## config.mk

```make
export PLATFORM = sky130hd
export DESIGN_NAME = lockout_timer
export DESIGN_NICKNAME = d
export VERILOG_FILES = /design/src/rtl/passcode_shift_checker_lockout_timer.sv
export SDC_FILE = /design/constraint.sdc
export NUM_CORES = 1
export LEC_CHECK = 0
export BUFFER_PORTS_ARGS = -buffer_cell sky130_fd_sc_hd__buf_4
export CAP_MARGIN = 20
export CORE_UTILIZATION = 45
export DETAILED_ROUTE_END_ITERATION = 12
export PLACE_DENSITY_LB_ADDON = 0.25
export SYNTH_ARGS = -nofsm -noshare
export SYNTH_HDL_FRONTEND = slang
export SYNTH_SLANG_ARGS = --single-unit
```

## constraint.sdc

```tcl
create_clock -name Clk -period 1.68 [get_ports Clk]
set_clock_uncertainty 0.1 [all_clocks]
set_input_delay 0.084 -clock Clk [delete_from_list [all_inputs] [get_ports Clk]]
set_output_delay 0.084 -clock Clk [all_outputs]
set_load 0.1 [all_outputs]
```

## src/rtl/passcode_shift_checker_lockout_timer.sv

```systemverilog
// lockout_timer: loadable down-counter with a zero flag; stops at zero.
module lockout_timer #(
  parameter int WIDTH = 10
) (
  input  logic             Clk,
  input  logic             Rst,
  input  logic             load,
  input  logic [WIDTH-1:0] load_value,
  input  logic             dec,
  output logic             zero
);

  logic [WIDTH-1:0] count;

  // Load wins over decrement; the count parks at zero until reloaded.
  always_ff @(posedge Clk or negedge Rst) begin
    if (!Rst) begin
      count <= '0;
    end else if (load) begin
      count <= load_value;
    end else if (dec && (count != '0)) begin
      count <= count - 1'b1;
    end
  end

  assign zero = (count == '0);

endmodule

```

==> metrics.md <==
| Metric | Value |
|---|---|
| Root buf cell | `clkbuf_4` |
| Post-synth ARST share | `100.0%` |
| FF-to-FF Start | `count[8]` |
| Synthesis Warnings | `0` |
| Fin util | `83.84%` |
| Critical Path Source Type | `flop` |
| Clk sinks | `10` |
| Routed vias | `683` |
| Full die area | `1535 µm²` |
| Flip-flop count of the largest register after layout | `10` |
| Hold Path Class | `in2reg` |
| Worst-Margin Slew | `432.0 ps` |
| Fmax | `491.9 MHz` |
| Crit path kind | `reg2out` |
| Worst vdd ir | `0.5217 mV` |
| WL per Instance | `14.09 µm` |
| Register area share after synthesis | `40.24%` |
| Slack of the worst reg-to-reg path | `-310 ps` |
| RD Place Congestion | `0.8767` |
| Period utilisation layout | `121.0%` |
| DRC Markers | `0` |
| WP data required | `1500 ps` |
| DP Wirelength | `1000 µm` |
| Top FF cell, synth | `dfrtp_1` |
| Yosys reg bits | `10` |
| Commonest non-fill, non-tap cells in the layout | `buf_4, dlygate4sd3_1, dfrtp_1` |
| Critical path fanouts, max | `2` |
| CTS tree | `built` |
| Max Buffers Root-to-Sink | `2` |
| # diodes | `0` |
| RSZ-0062 raised after global routing | `yes` |
| Failing checks | `negative setup slack` |
| Die width | `39.18 µm` |
| Clock Pin Slew Worst Setup and Hold Paths | `70 ps` |
| Layout Nets | `129` |
| Leakage | `0.4942 nW` |
| Clock latency on the worst-skew pair | `280 ps` |
| Commonest non-fill, non-tap cell in the layout | `buf_4` |
| Largest register by flop count | `count` |
| DR vias/cell | `5.336` |
| 1st-pass router iterations | `4` |
| Logic pwr share | `34.2%` |
| EDFF count, synth | `0` |
| Flop pwr share | `36.8%` |
| Crit path DAT | `1850 ps` |
| WL final | `1804 µm` |
| Clock power share | `29.0%` |
| GRT Resource Usage Total | `27.26%` |
| I/O Buffers | `14` |
| Fin crit period | `2033 ps` |
| Chip height | `39.18 µm` |
| Setup crit start | `count[8]` |
| Setup WS pre-CTS | `-125.1 ps` |
| GRT Residual Overflow | `0` |
| Slew Viols, Final | `0` |
| IO Pins | `15` |
| Row cnt | `13` |
| Synth-to-layout area growth | `73.24%` |
| Initial Util | `48.39%` |
| Synthesized Nets | `82` |
| Setup violators final | `11` |
| Status | `finished with violations` |
| Synthesized area | `621.8 µm²` |
| Post-synth cell types | `31` |
| Largest regs | `count: 10 flops` |
| Internal power | `0.5576 mW` |
| Layout cells sized above 1 | `43.36%` |
| Setup Total Neg Slack | `-2278 ps` |
| Core area | `1285 µm²` |
| P per Cell Area | `737.2 nW/µm²` |
| Psw | `0.2366 mW` |
| Worst setup EP type | `primary output` |
| H-tree depth | `1` |
| # Max-Cap Violations | `0` |
| Max-slew headroom | `70.98%` |
| Hold Startpoint | `load` |
| Antenna Nets Post-Route | `0` |
| First-pass GRT wire length | `2773 µm` |
| Fin. Hold Viols | `0` |
| Fillers | `74` |
| Initial detailed-routing violation count | `21` |
| Syn avg cell area | `9.281 µm²` |
| Setup ws final | `-352.7 ps` |
| CTS buffer count | `3` |
| Largest net degree at the start of global routing | `21` |
| Vias in the first global route | `649` |
| Switching Fraction | `29.79%` |
| Initial antenna violation count | `0` |
| Hold Slack | `50.71 ps` |
| Synthesized netlist cell count | `67` |
final timing paths:
kind	cells after the start	to
setup / recovery	4	zero
hold / removal	2	count[4]
setup reg to reg	6	count[5]
hold reg to reg	3	count[7]
max in group asynchronous	2	count[0]
min in group asynchronous	2	count[5]
cell type report:
| cell class | count | area, µm² | area share, % |
|---|---|---|---|
| multi-input combinational | 50 | 379.1 | 35.19 |
| inverter | 5 | 22.52 | 2.091 |
| tap | 15 | 18.77 | 1.742 |
| sequential | 10 | 250.2 | 23.23 |
| timing repair buffer | 44 | 370.4 | 34.38 |
| clock buffer | 4 | 36.28 | 3.368 |
repair_timing:
item / in CTS / in global routing
hold buffers: 11 / 0
pin swaps: 4 / 6
buffers inserted: 4 / 1
resized for setup: 10 / 1
endpoints found under the hold margin: 20 / 0
endpoints found under the setup margin: 9 / 11
power groups by stage:
| stage | Sequential (mW) | Combinational (mW) | Clock (mW) |
|---|---|---|---|
| after CTS | 0.291 | 0.257 | 0.230 |
| after global routing | 0.295 | 0.296 | 0.243 |
| after global placement | 0.295 | 0.198 | 0 |
| final | 0.292 | 0.272 | 0.230 |
| after floorplan | 0.299 | 0.0985 | 0 |
| after detailed placement | 0.296 | 0.204 | 0 |
cell usage after synthesis (2+ instances only):
cell type | instances | area, µm²
a21oi_1 | 2 | 10.01
clkbuf_1 | 2 | 7.510
dfrtp_1 | 10 | 250.2
inv_1 | 5 | 18.77
mux2_2 | 3 | 33.78
nand2_1 | 6 | 22.52
nand4_1 | 2 | 12.51
nor2_1 | 4 | 15.01
nor2b_1 | 2 | 12.51
nor3_1 | 3 | 15.01
o21ai_0 | 5 | 25.02
o31a_1 | 2 | 17.52
or3_1 | 2 | 12.51
xor2_1 | 2 | 17.52
through the flow:
| stage | power (mW) | std cells | cell area (µm²) |
|---|---|---|---|
| finish | 0.7942 | 128 | 1077 |
| global placement | 0.4934 | 108 | 852.1 |
| floorplan | 0.3974 | 67 | 630.6 |
| global route | 0.8336 | 128 | 1077 |
| CTS | 0.7780 | 127 | 1065 |
| detailed placement | 0.5002 | 108 | 852.1 |
layer usage:
metal  vias to the layer above  part of all wire [%]  GRT usage [%]
met2                        20                    51          50.83
met3                         5                   3.5          2.312
met5                         -                     0              0
li1                        340                     -              -
met4                         0                   2.7          11.21
met1                       318                    43          31.07
cell families after synthesis:
family	Yosys count	share of synthesized area, %
multiplexers	4	7.042
XOR/XNOR	3	4.226
buffers and inverters	7	4.226
adder cells (fa/ha/maj)	1	2.012
AND/OR/NAND/NOR	25	22.73
AO/OA/AOI/OAI	17	19.52
flip-flops	10	40.24
critical path, stage by stage, from the launching register on:
cell	delay, ps
dfrtp_1	400
or4_4	540
or3_4	360
clkinvlp_4	100
buf_12	170
(Power assumes the default switching activity.)
